File: src/rtl/store_write_buffer.sv
// Posted-write FIFO between store alignment and byte-writable data memory, with load-hazard detection.
// Latency: a push is visible on mem_wr_en the next cycle (no bypass); ld_hazard is combinational.
// Backpressure: st_ready drops only when DEPTH entries are held, regardless of a same-cycle pop.
//
// Ports:
//   clk, rst_n                          clock (rising edge), asynchronous active-low reset
//   st_valid/st_ready/st_addr/
//   st_wmask/st_wdata                   store request from the alignment stage
//   mem_wr_en/mem_addr/mem_wmask/
//   mem_wdata/mem_wr_ack                head entry presented to memory, popped on ack
//   ld_valid/ld_addr/ld_hazard          load word-address hazard check
//   empty/count                         occupancy status (registered)
module store_write_buffer #(
  parameter int DEPTH  = 4,
  parameter int ADDR_W = 32
) (
  input  logic                     clk,
  input  logic                     rst_n,
  input  logic                     st_valid,
  output logic                     st_ready,
  input  logic [ADDR_W-1:0]        st_addr,
  input  logic [3:0]               st_wmask,
  input  logic [31:0]              st_wdata,
  output logic                     mem_wr_en,
  output logic [ADDR_W-1:0]        mem_addr,
  output logic [3:0]               mem_wmask,
  output logic [31:0]              mem_wdata,
  input  logic                     mem_wr_ack,
  input  logic                     ld_valid,
  input  logic [ADDR_W-1:0]        ld_addr,
  output logic                     ld_hazard,
  output logic                     empty,
  output logic [$clog2(DEPTH):0]   count
);

  localparam int PW   = $clog2(DEPTH);
  localparam int CW   = PW + 1;
  localparam int WA_W = ADDR_W - 2;

  // Entry storage: word address, byte mask, data, plus a per-slot valid bit
  // so the hazard compare only looks at slots that are really held.
  logic [WA_W-1:0]  ent_waddr [DEPTH];
  logic [3:0]       ent_mask  [DEPTH];
  logic [31:0]      ent_data  [DEPTH];
  logic [DEPTH-1:0] ent_vld;

  logic [PW-1:0]    wr_ptr;
  logic [PW-1:0]    rd_ptr;
  logic [CW-1:0]    count_q;

  logic             accept;
  logic             push;
  logic             pop;
  logic             held_hit;
  logic             incoming_hit;

  // Byte-offset bits never matter: everything is tracked per word.
  logic             unused_lsbs;
  assign unused_lsbs = ^{st_addr[1:0], ld_addr[1:0]};

  assign st_ready  = (count_q != CW'(DEPTH));
  assign accept    = st_valid && st_ready;
  // A zero-mask store completes its handshake but writes nothing, so it is dropped.
  assign push      = accept && (st_wmask != 4'b0000);
  assign mem_wr_en = (count_q != '0);
  assign pop       = mem_wr_en && mem_wr_ack;

  assign empty     = (count_q == '0);
  assign count     = count_q;

  // Head outputs are forced to zero when nothing is held so stale slot
  // contents never leak onto the memory bus.
  assign mem_addr  = mem_wr_en ? {ent_waddr[rd_ptr], 2'b00} : '0;
  assign mem_wmask = mem_wr_en ? ent_mask[rd_ptr]           : 4'b0000;
  assign mem_wdata = mem_wr_en ? ent_data[rd_ptr]           : 32'h0;

  always_ff @(posedge clk or negedge rst_n) begin
    if (!rst_n) begin
      wr_ptr  <= '0;
      rd_ptr  <= '0;
      count_q <= '0;
      ent_vld <= '0;
    end else begin
      // Push and pop never target the same slot: that needs wr_ptr == rd_ptr,
      // i.e. empty (no pop) or full (no push).
      if (pop) begin
        rd_ptr          <= rd_ptr + PW'(1);
        ent_vld[rd_ptr] <= 1'b0;
      end
      if (push) begin
        wr_ptr          <= wr_ptr + PW'(1);
        ent_vld[wr_ptr] <= 1'b1;
      end
      count_q <= count_q + CW'(push) - CW'(pop);
    end
  end

  // Payload needs no reset: it is only observed through ent_vld / count.
  always_ff @(posedge clk) begin
    if (push) begin
      ent_waddr[wr_ptr] <= st_addr[ADDR_W-1:2];
      ent_mask[wr_ptr]  <= st_wmask;
      ent_data[wr_ptr]  <= st_wdata;
    end
  end

  // Word match against every held entry (including one popping this cycle)
  // and against a store being enqueued in this same cycle.
  always_comb begin
    held_hit = 1'b0;
    for (int i = 0; i < DEPTH; i++) begin
      if (ent_vld[i] && (ent_waddr[i] == ld_addr[ADDR_W-1:2])) begin
        held_hit = 1'b1;
      end
    end
  end

  assign incoming_hit = push && (st_addr[ADDR_W-1:2] == ld_addr[ADDR_W-1:2]);
  assign ld_hazard    = ld_valid && (held_hit || incoming_hit);

endmodule

File: config.mk
export PLATFORM = sky130hd
export DESIGN_NAME = store_write_buffer
export DESIGN_NICKNAME = d
export VERILOG_FILES = /design/src/rtl/store_write_buffer.sv
export SDC_FILE = /design/constraint.sdc
export NUM_CORES = 1
export LEC_CHECK = 0
export BUFFER_PORTS_ARGS = -buffer_cell sky130_fd_sc_hd__buf_2
export CAP_MARGIN = 5
export CORE_MARGIN = 2
export CORE_UTILIZATION = 45
export DETAILED_ROUTE_END_ITERATION = 6
export GPL_TIMING_DRIVEN = 0
export PLACE_DENSITY = 0.65
export SYNTH_ARGS = -nofsm -noshare
export SYNTH_HDL_FRONTEND = slang
export SYNTH_SLANG_ARGS = --single-unit
File: constraint.sdc
create_clock -name clk -period 3.8 [get_ports clk]
set_input_delay 0.95 -clock clk [delete_from_list [all_inputs] [get_ports clk]]
set_output_delay 0.95 -clock clk [all_outputs]
set_load 0.02 [all_outputs]
==> metrics.md, run 1 <==
| Metric | Value |
|---|---|
| Status | `finished, violations left` |
| Failing checks | `negative setup slack` |
| Synth area leader | `edfxtp_1` |
| Core box area | `27,000 um2` |
| Initial Util | `46.0%` |
| RSZ-0062 raised after global routing | `false` |
| Via density | `5.36` |
| Worst reg2reg path startpoint | `count[1]` |
| Relative slew slack | `42.4%` |
| Data required, critical path | `2.85 ns` |
| Most common cell in the netlist | `edfxtp_1` |
| Post-CTS setup buffers | `0` |
| PD cells | `762 nW/um2` |
| CTS tree | `yes` |
| Most frequent cells after synthesis | `264 x edfxtp_1, 132 x xnor2_1, 71 x and2_1` |
| Slowest cell on crit path | `nor4_1` |
| Via count | `6,744` |
| Cell area after layout | `14,500 um2` |
| PnR worst setup slack | `-0.00309 ns` |
| Levels on crit path | `7` |
| Post-route insts no fill | `1,258` |
| CTS Sinks | `275` |
| VDD IR-drop max | `585 uV` |
| Fin Setup TNS | `-0.00309 ns` |
| EDFF count, synth | `264` |
| Ys Warns | `0` |
| H-tree depth | `1` |
| Die Ht | `170 um` |
| Area delta synth->final | `17.0%` |
| Row cnt | `60` |
| Worst Setup End Kind | `output port` |
| DRC | `0` |
| Post-Syn Instances | `713` |
| Clock Path Buffers | `3` |
| Post-Syn Area | `12,400 um2` |
| Register area share after synthesis | `66.0%` |
| Die ar. | `29,000 um2` |
| Primary FF master, synth | `edfxtp_1` |
| Crit Path Max Fanout | `5` |
| Post-Place Cells | `1,202` |
| Hpwl dp | `20,500 um` |
| Yosys cell types | `29` |
| Initial antenna violation count | `4` |
| Post-route ant nets | `0` |
| Clock transition at path regs | `0.06 ns` |
| Crit path to | `ld_hazard` |
| First-pass GRT wire length | `43,100 um` |
| Crit path cell chain | `buf_2 -> xnor2_1 -> nand4_1 -> nor4_1 -> nand3_1 -> a41oi_1 -> buf_2` |
| Period utilization | `100%` |
| CP most frequent cell | `buf_2` |
| Final nets | `1,007` |
| Max Clk Rate | `263 MHz` |
| Synth area leaders | `edfxtp_1 64%, mux4_2 12%, xnor2_1 9.3%` |
| FFs w/ async S/R, synth | `4.00%` |
| RR Endpoint | `count[2]` |
| Die width | `170 um` |
| Avg Inst Size Synth | `17.4 um2` |
| Worst setup SP type | `input pin` |
| Avg WL per Cell | `23.3 um` |
| Final worst path period need | `3.80 ns` |
| Max Cap Violations | `0` |
| CP arrival | `2.85 ns` |
| # setup viols final | `1` |
| Root Driver | `clkbuf_16` |
| Static Leak | `4.97 nW` |
| Slowest cell delay on critical path | `0.50 ns` |
| CP Class | `in2out` |
| Hold WS | `0.282 ns` |
| #FFs+latches synth | `275` |
| Area fraction of the dominant cell type after synthesis | `63.8%` |
| Clk_lat worst skew | `0.54 ns` |
| Largest net degree at the start of global routing | `44` |
| Vias in the first global route | `6,958` |
| Reg-to-reg slack, setup | `1.18 ns` |
| CP Launch Point | `ld_addr[19]` |
| Final wirelength | `29,300 um` |
| Top cell family by delay on the critical path | `simple AND/OR/NAND/NOR gates` |
| Final hold violation count | `0` |
| Starting DRT DRC Count | `482` |
| HP Class | `in2async` |
| Input/output buffers | `143` |
| Num CTS Buffers | `28` |
| CP Buf/Inv Count | `2` |
| Worst R2R Path Depth | `9` |
| GP Congestion | `0.893` |
| Boundary pin count | `180` |
| Post-route clock skew | `0.0121 ns` |
| Final Max Slew Viols | `0` |
| Slew at the pin closest to its max-slew limit | `0.864 ns` |
| Tot GR Track Use | `20.4%` |
| Placed cell areas | `13,700 um2` |
| Pre-Repair DR Iteration Count | `5` |
| Share of cells above drive strength 1 | `32.6%` |
| Remaining Overflow, GRT | `0` |
layout by cell type, fill, tap and decap left out:
cell,count
edfxtp_1,264
buf_2,178
xnor2_1,130
and2_1,67
mux4_2,66
nand4_1,33
clkbuf_16,29
xor2_1,22
clkbuf_1,17
nor4_1,14
dfrtp_1,11
inv_1,10
ha_1,10
nand2_1,8
clkinv_1,8
diode_2,5
and2_4,4
a21o_1,4
buf_12,4
buf_4,4
clkinv_2,4
buf_16,4
buf_1,3
nand3_1,3
xnor2_2,2
conb_1,2
nor2_1,1
o41ai_1,1
a21oi_1,1
or3_1,1
buf_6,1
clkbuf_2,1
a22oi_1,1
a41oi_1,1
o21ai_0,1
o21ai_1,1
fa_1,1
cells by family after synthesis:
logic type | synth area share, %
AOI/OAI and AO/OA | 0.564
xor gates and xnor gates | 10.9
adders and majority gates | 1.17
buffers and inverters | 3.02
DFF | 66.0
muxes | 12.0
other | 0.0302
and+or+nand+nor | 6.38
where the power goes:
part           internal [mW]  leakage (nW)  switching (mW)  total [mW]
registers               3.98          2.54           0.234        4.22
clock network           1.39         0.397            1.08        2.47
logic                   1.87          2.03            2.52        4.39
registers in the layout, summed over array words and instances, names as in the netlist:
register / cells
ent_data: 128
count: 3
rd_ptr: 2
ent_mask: 16
wr_ptr: 2
ent_waddr: 120
ent_vld: 4
worst register-to-register path: stages (launching register included):
cell and delay [ns]:
dfrtp_1 0.40, or3_1 0.54, and2_1 0.22, buf_2 0.17
ha_1 0.29, inv_1 0.04, ha_1 0.18, fa_1 0.40
xnor2_1 0.17, xnor2_1 0.13
worst min-delay path by stage:
stage	startpoint	end	slack (ns)	cells after the start
3_3_place_gp	ent_vld[3]	ent_vld[3]	0.47	1
6_report	rst_n	ent_vld[0]	0.28	1
4_1_cts	rst_n	ent_vld[0]	0.27	1
3_5_place_dp	ent_vld[3]	ent_vld[3]	0.50	1
2_1_floorplan	ent_vld[0]	ent_vld[0]	0.45	1
5_1_grt	rst_n	ent_vld[0]	0.29	1
final cells by class:
type                       instances  area [um2]
inverter                          10        37.5
clock inverter                    12        50.0
sequential                       275        8200
buffer                            55         339
fill                            2223       12500
clock buffer                      39         763
antenna                            5        12.5
tap                              341         427
timing repair buffer             147         826
multi-input combinational        374        3880
metal layers:
layer	GRT usage [%]	vias to the layer above	part of all wire, %	wire length, um
met1	27.7	3409	42	12200
met3	5.26	22	8.3	2440
met5	0	-	0	0
met4	3.98	0	1.2	351
li1	-	3059	-	-
met2	33.8	254	49	14300
per-stage QoR:
| stage | power, mW | setup slack [ns] | util [%] |
|---|---|---|---|
| 2_1_floorplan | 7.23 | 0.347 | - |
| 3_3_place_gp | 8.69 | -1.52 | 50.2 |
| 3_5_place_dp | 8.73 | -0.0586 | 50.7 |
| 4_1_cts | 11.2 | 0.0122 | 53.7 |
| 5_1_grt | 11.6 | 0.00887 | 53.7 |
| 6_report | 11.1 | -0.00309 | 53.8 |
repair_timing:
| item | 4_1_cts | 5_1_grt |
|---|---|---|
| endpoints found under the setup margin | 1 | 3 |
| hold buffers | 0 | 0 |
| endpoints found under the hold margin | 0 | 0 |
| gates resized for setup | 1 | 3 |
(Power assumes the default switching activity.)
==> run 2, diff against run 1 <==
--- a/config.mk
+++ b/config.mk
@@ -5,13 +5,13 @@
 export SDC_FILE = /design/constraint.sdc
 export NUM_CORES = 1
 export LEC_CHECK = 0
+export ABC_AREA = 1
 export BUFFER_PORTS_ARGS = -buffer_cell sky130_fd_sc_hd__buf_2
 export CAP_MARGIN = 5
 export CORE_MARGIN = 2
 export CORE_UTILIZATION = 45
 export DETAILED_ROUTE_END_ITERATION = 6
 export GPL_TIMING_DRIVEN = 0
-export PLACE_DENSITY = 0.65
 export SYNTH_ARGS = -nofsm -noshare
 export SYNTH_HDL_FRONTEND = slang
 export SYNTH_SLANG_ARGS = --single-unit
==> run 2 against run 1 <==
The run now ends clean. Power is 13% higher. Die area is 6.1% higher. First-iteration DRC count is 90% higher. Sequential share of layout area is 4.5 points lower. Clock power is 15% higher. Global-route usage is 6.5 points higher. Worst setup slack better by 0.099 ns. Count of clock-buffer cells in the layout is 4 lower.
==> metrics.md, run 2 <==
| Metric | Value |
|---|---|
| Die ar. | `30,700 um2 (+6.1%)` |
| Die Ht | `175 um (+3.0%)` |
| Ys Warns | `0 (unchanged)` |
| Remaining Overflow, GRT | `0 (unchanged)` |
| Pre-Repair DR Iteration Count | `7 (+2)` |
| Final worst path period need | `3.70 ns (-0.0993 ns)` |
| Synth area leaders | `edfxtp_1 60%, nand2_1 8.7%, nor2_1 7.1%` |
| Max Clk Rate | `270 MHz (+2.7%)` |
| CP arrival | `2.75 ns (-0.10 ns)` |
| CP Launch Point | `rd_ptr[0]` |
| Via count | `10,700 (+58%)` |
| Period utilization | `97.5% (-2.6 points)` |
| Crit Path Max Fanout | `10 (+5)` |
| Post-route clock skew | `0.0338 ns (+0.0217 ns)` |
| Vias in the first global route | `10,200 (+47%)` |
| Pre-CTS setup slack | `0.415 ns (+0.473 ns)` |
| Slew at the pin closest to its max-slew limit | `0.947 ns (+0.0836 ns)` |
| Relative slew slack | `36.8% (-5.6 points)` |
| RSZ-0062 raised after global routing | `false` |
| Post-CTS setup buffers | `0 (unchanged)` |
| Largest net degree at the start of global routing | `24 (-45%)` |
| FFs w/ async S/R, synth | `4.00% (unchanged)` |
| DRC | `0 (unchanged)` |
| Avg WL per Cell | `20.8 um (-11%)` |
| Post-route ant nets | `0 (unchanged)` |
| Most common cell in the netlist | `nand2_1` |
| CTS tree | `yes` |
| Row cnt | `62 (+3.3%)` |
| VDD IR-drop max | `553 uV (-5.4%)` |
| H-tree depth | `1 (unchanged)` |
| Primary FF master, synth | `edfxtp_1` |
| Max reg flops | `128 (unchanged)` |
| Final nets | `1,720 (+71%)` |
| Reg-to-reg slack, setup | `1.27 ns (+0.09 ns)` |
| Hpwl dp | `29,700 um (+45%)` |
| Area delta synth->final | `19.7%` |
| Final wirelength | `41,800 um (+42%)` |
| Biggest register | `ent_data` |
| Placed cell areas | `14,800 um2 (+8.4%)` |
| # setup viols final | `0 (-1)` |
| Static Leak | `6.48 nW (+30%)` |
| Status | `completed` |
| Tot GR Track Use | `26.9% (+6.5 points)` |
| Worst reg2reg path startpoint | `count[1]` |
| Initial Util | `45.9% (-0.11 points)` |
| Via density | `5.31 (-0.91%)` |
| Input/output buffers | `166 (+16%)` |
| Clk_lat worst skew | `0.59 ns (+0.05 ns)` |
| Worst Setup End Kind | `output port` |
| Yosys cell types | `25 (-14%)` |
| Top flop regs | `ent_data x128, ent_waddr x120, ent_mask x16` |
| Post-Syn Area | `13,200 um2 (+6.2%)` |
| Data required, critical path | `2.85 ns (about the same)` |
| HP Class | `in2async` |
| Cell area after layout | `15,800 um2 (+8.7%)` |
| Post-route insts no fill | `2,010 (+60%)` |
| Most frequent cells after synthesis | `307 x nand2_1, 264 x edfxtp_1, 248 x nor2_1` |
| Synth area leader | `edfxtp_1` |
| Worst setup SP type | `register` |
| Final Max Slew Viols | `0 (unchanged)` |
| Most frequent cells in the layout | `307 x nand2_1, 264 x edfxtp_1, 244 x nor2_1` |
| EDFF count, synth | `264 (unchanged)` |
| Starting DRT DRC Count | `918 (+90%)` |
| #FFs+latches synth | `275 (unchanged)` |
| First-pass GRT wire length | `61,400 um (+42%)` |
| Hold-fix buffers, CTS | `0 (unchanged)` |
| Max Cap Violations | `0 (unchanged)` |
| Post-Place Cells | `1,956 (+63%)` |
| Register area share after synthesis | `62.1% (-3.9 points)` |
| Final hold violation count | `0 (unchanged)` |
| Area fraction of the dominant cell type after synthesis | `60.1% (-3.7 points)` |
| CP Class | `reg2out` |
| Initial antenna violation count | `3 (-1)` |
| Avg Inst Size Synth | `9.48 um2 (-46%)` |
| Boundary pin count | `180 (unchanged)` |
| Core box area | `28,800 um2 (+6.5%)` |
| Commonest non-fill, non-tap cell in the layout | `nand2_1` |
| Post-Syn Instances | `1,393 (+95%)` |
| Clock transition at path regs | `0.06 ns (about the same)` |
| Die width | `175 um (+3.0%)` |
| CTS Sinks | `275 (unchanged)` |
| Clock Path Buffers | `3 (unchanged)` |
| Num CTS Buffers | `30 (+7.1%)` |
| Post-CTS Resized | `0 (-1)` |
| GP Congestion | `0.953 (+6.6%)` |
| PD cells | `789 nW/um2 (+3.6%)` |
| Share of cells above drive strength 1 | `17.7% (-15 points)` |
| PnR worst setup slack | `0.0962 ns (+0.0993 ns)` |
| Root Driver | `clkbuf_16` |
-- run 2: changes by cell type in the layout (fill, tap and decap cells not counted), moves of 18 or more --
cell,change
nand2_1,+299
buf_2,+18
nand4_1,-28
nor2_1,+243
inv_2,+21
and2_1,-67
o21ai_0,+164
xnor2_1,-100
a21oi_1,+121
mux4_2,-66
inv_1,+102
-- run 2: logic make-up (layout without fill, tap and decap cells) --
logic type      count (synthesis)  after routing  synth area share (%)
compound gates                298            298                  11.3
fa+ha+maj                      11             11                  1.10
other cells                     1              3                0.0284
simple gates                  573            573                  16.6
xor+xnor                       41             41                  2.72
buf+inv                       194            425                  6.09
flops                         275            275                  62.1
-- run 2: critical path, stage by stage, from the launching register on --
cell and delay, ns:
dfrtp_1 0.40, buf_2 0.19, inv_2 0.16, buf_6 0.18, clkbuf_1 0.49, o21ai_0 0.20, a21oi_1 0.30, buf_2 0.23
-- run 2: layer usage --
layer | part of all wire (%) | global-route usage [%] | up-vias
met5 | 0.055 | 0 | -
met4 | 2.6 | 7.47 | 4
met3 | 7.9 | 4.33 | 76
met2 | 48 | 45.3 | 470
met1 | 42 | 36.4 | 5086
li1 | - | - | 5041
-- run 2: where the power goes --
| group | internal [mW] | total (mW) | switching (mW) | leakage, nW |
|---|---|---|---|---|
| registers | 3.98 | 4.21 | 0.232 | 2.54 |
| clock network | 1.65 | 2.85 | 1.20 | 0.468 |
| logic | 1.58 | 5.41 | 3.82 | 3.47 |
-- run 2: cell type report --
cell class | instances | area [um2]
timing repair buffer | 178 | 1120
multi-input combinational | 925 | 4230
buffer | 61 | 304
inverter | 133 | 499
sequential | 275 | 8200
fill | 2617 | 13000
tap | 384 | 480
clock inverter | 18 | 185
clock buffer | 35 | 769
antenna | 1 | 2.50
-- run 2: stage by stage --
stage	util (%)	power [mW]	TNS [ns]	hold WS, ns
2_1_floorplan	-	7.39	-210.36	0.447
3_3_place_gp	50.4	9.50	-969.87	0.484
6_report	54.9	12.5	0	0.232
3_5_place_dp	51.6	9.64	0	0.495
4_1_cts	54.9	12.5	0	0.222
5_1_grt	54.9	13.1	0	0.248
-- run 2: worst paths after layout --
kind                                         end  cells after the start
worst max-delay path                mem_addr[28]                      7
worst min register to register        ent_vld[2]                      2
worst max register to register  ent_waddr[0][12]                      7
worst min-delay path                    count[2]                      1
min in group clk                      ent_vld[2]                      2
max in group asynchronous             ent_vld[2]                      1
==> run 3, diff against run 2 <==
--- a/config.mk
+++ b/config.mk
@@ -6,11 +6,11 @@
 export NUM_CORES = 1
 export LEC_CHECK = 0
 export ABC_AREA = 1
-export BUFFER_PORTS_ARGS = -buffer_cell sky130_fd_sc_hd__buf_2
 export CAP_MARGIN = 5
 export CORE_MARGIN = 2
 export CORE_UTILIZATION = 45
 export DETAILED_ROUTE_END_ITERATION = 6
+export DONT_BUFFER_PORTS = 1
 export GPL_TIMING_DRIVEN = 0
 export SYNTH_ARGS = -nofsm -noshare
 export SYNTH_HDL_FRONTEND = slang
==> run 3 against run 2 <==
Critical path depth fell by 1. Register-to-register slack got worse by 0.59 ns. Sequential share of layout area up 3.4 points. Non-clock buffer count is 168 lower. Maximum frequency fell by 0.88%. Routed wire length decreased by 2.0%. Worst setup slack worse by 0.033 ns. Critical path type unchanged. Cell count decreased by 8.6%. Largest cell class unchanged.
==> metrics.md, run 3 (synthesis results as in run 2) <==
| Metric | Value |
|---|---|
| DRC | `0 (unchanged)` |
| Num CTS Buffers | `30 (unchanged)` |
| Most frequent cells in the layout | `307 x nand2_1, 264 x edfxtp_1, 244 x nor2_1` |
| Number of diodes | `0 (-1)` |
| Die ar. | `30,700 um2 (unchanged)` |
| Initial antenna violation count | `0 (-3)` |
| Data required, critical path | `2.85 ns (about the same)` |
| H-tree depth | `1 (unchanged)` |
| Core box area | `28,800 um2 (unchanged)` |
| Input/output buffers | `0 (-100%)` |
| CP arrival | `2.79 ns (+0.04 ns)` |
| Post-Place Cells | `1,788 (-8.6%)` |
| Max Clk Rate | `268 MHz (-0.88%)` |
| Max Cap Violations | `0 (unchanged)` |
| Clk_lat worst skew | `0.59 ns (about the same)` |
| Tot GR Track Use | `26.5% (-0.47 points)` |
| Initial Util | `45.9% (unchanged)` |
| Starting DRT DRC Count | `1,078 (+17%)` |
| Top flop regs | `ent_data x128, ent_waddr x120, ent_mask x16` |
| Worst Setup End Kind | `output port` |
| Worst reg2reg path startpoint | `count[1]` |
| Final Max Slew Viols | `0 (unchanged)` |
| Final nets | `1,552 (-9.8%)` |
| Final wirelength | `40,900 um (-2.0%)` |
| Vias in the first global route | `9,524 (-6.8%)` |
| Status | `completed` |
| Reg-to-reg slack, setup | `0.68 ns (-0.59 ns)` |
| Fin util | `51.5% (-3.4 points)` |
| Worst R2R Path Depth | `7 (unchanged)` |
| Final worst path period need | `3.74 ns (+0.0330 ns)` |
| # setup viols final | `0 (unchanged)` |
| Row cnt | `62 (unchanged)` |
| Crit Path Max Fanout | `10 (unchanged)` |
| Boundary pin count | `180 (unchanged)` |
| PD cells | `782 nW/um2 (-0.87%)` |
| Final hold violation count | `0 (unchanged)` |
| CTS Sinks | `275 (unchanged)` |
| Placed cell areas | `13,900 um2 (-6.0%)` |
| Relative slew slack | `29.8% (-7.0 points)` |
| Clock transition at path regs | `0.06 ns (about the same)` |
| Area delta synth->final | `12.3%` |
| CP Class | `reg2out` |
| Largest net degree at the start of global routing | `28 (+17%)` |
| Period utilization | `98.3% (+0.87 points)` |
| Die Ht | `175 um (unchanged)` |
| First-pass GRT wire length | `59,700 um (-2.7%)` |
| Commonest non-fill, non-tap cell in the layout | `nand2_1` |
| Avg WL per Cell | `22.3 um (+7.2%)` |
| RR Endpoint | `ent_waddr[0][27]` |
| Worst setup SP type | `register` |
| HP Class | `in2async` |
| GP Congestion | `0.959 (+0.63%)` |
| Post-route clock skew | `0.0379 ns (+0.00403 ns)` |
| Pre-Repair DR Iteration Count | `5 (-2)` |
| VDD IR-drop max | `496 uV (-10%)` |
| Post-route ant nets | `0 (unchanged)` |
| Hpwl dp | `28,900 um (-2.4%)` |
| Via density | `5.41 (+1.8%)` |
| PnR worst setup slack | `0.0632 ns (-0.0330 ns)` |
| Cell area after layout | `14,800 um2 (-6.2%)` |
| Hold WS | `0.0530 ns (-0.179 ns)` |
| Die width | `175 um (unchanged)` |
| Slew at the pin closest to its max-slew limit | `1.05 ns (+0.105 ns)` |
| Biggest register | `ent_data` |
| Root Driver | `clkbuf_16` |
| Share of cells above drive strength 1 | `8.12% (-9.5 points)` |
| Clock Path Buffers | `3 (unchanged)` |
| Via count | `9,943 (-6.9%)` |
| CTS tree | `yes` |
| Static Leak | `5.73 nW (-11%)` |
| Max reg flops | `128 (unchanged)` |
| Post-route insts no fill | `1,838 (-8.6%)` |
| Pre-CTS setup slack | `0.489 ns (+0.0743 ns)` |
| Remaining Overflow, GRT | `0 (unchanged)` |
## run 3: changes by cell type in the layout (fill, tap and decap cells not counted)
| cell | change |
|---|---|
| clkinv_2 | -2 |
| clkbuf_1 | +3 |
| buf_2 | -166 |
| buf_12 | +1 |
| buf_16 | -3 |
| a21oi_2 | +4 |
| diode_2 | -1 |
| bufinv_16 | -3 |
| clkinv_1 | -1 |
| a21oi_1 | -4 |
## run 3: timing repair
| item | 4_1_cts | 5_1_grt |
|---|---|---|
| setup buffers | 0 | 0 |
| gates resized for setup | 0 | 4 |
| hold buffers | 0 | 0 |
| setup endpoints to repair | 0 | 4 |
## run 3: worst max path at each step
| stage | startpoint | end | slack, ns | cells past startpoint |
|---|---|---|---|---|
| after global routing | rd_ptr[0] | mem_addr[28] | -0.002 | 6 |
| after global placement | st_wmask[3] | ent_waddr[1][15] | -3.68 | 5 |
| after detailed placement | ld_addr[16] | ld_hazard | 0.49 | 11 |
| after floorplan | st_wmask[3] | ent_data[0][0] | -0.80 | 5 |
| after CTS | rd_ptr[0] | mem_addr[28] | 0.05 | 6 |
| final | rd_ptr[0] | mem_addr[28] | 0.06 | 6 |
## run 3: final cells by class
cell class / count / area (um2)
sequential: 275 / 8200
fill: 2625 / 14000
clock inverter: 12 / 81.3
buffer: 61 / 304
multi-input combinational: 925 / 4240
clock buffer: 38 / 781
tap: 384 / 480
inverter: 133 / 499
timing repair buffer: 10 / 230
## run 3: per-stage QoR
stage	total power [mW]	setup TNS, ns
after floorplan	7.39	-210.36
after global placement	8.90	-948.48
after detailed placement	9.01	0
after CTS	11.6	0
after global routing	12.2	-0.00180
final	11.6	0
## run 3: report_power, final
| group | internal (mW) | switching, mW | leakage (nW) |
|---|---|---|---|
| Clock | 1.44 | 1.18 | 0.420 |
| Sequential | 3.98 | 0.250 | 2.54 |
| Combinational | 1.13 | 3.62 | 2.77 |
## run 3: per-layer routing
metal | vias up | GRT usage (%) | routed length [um]
met2 | 500 | 42.2 | 18700
met4 | 0 | 9.55 | 1560
met5 | - | 0.641 | 0
li1 | 4704 | - | -
met3 | 103 | 7.45 | 4570
met1 | 4636 | 34.7 | 16100
## run 3: worst max-delay path, cell delays in order (launching register included)
cell	delay, ns
dfrtp_1	0.41
buf_2	0.19
inv_2	0.16
buf_6	0.19
clkbuf_1	0.49
o21ai_0	0.21
a21oi_1	0.55
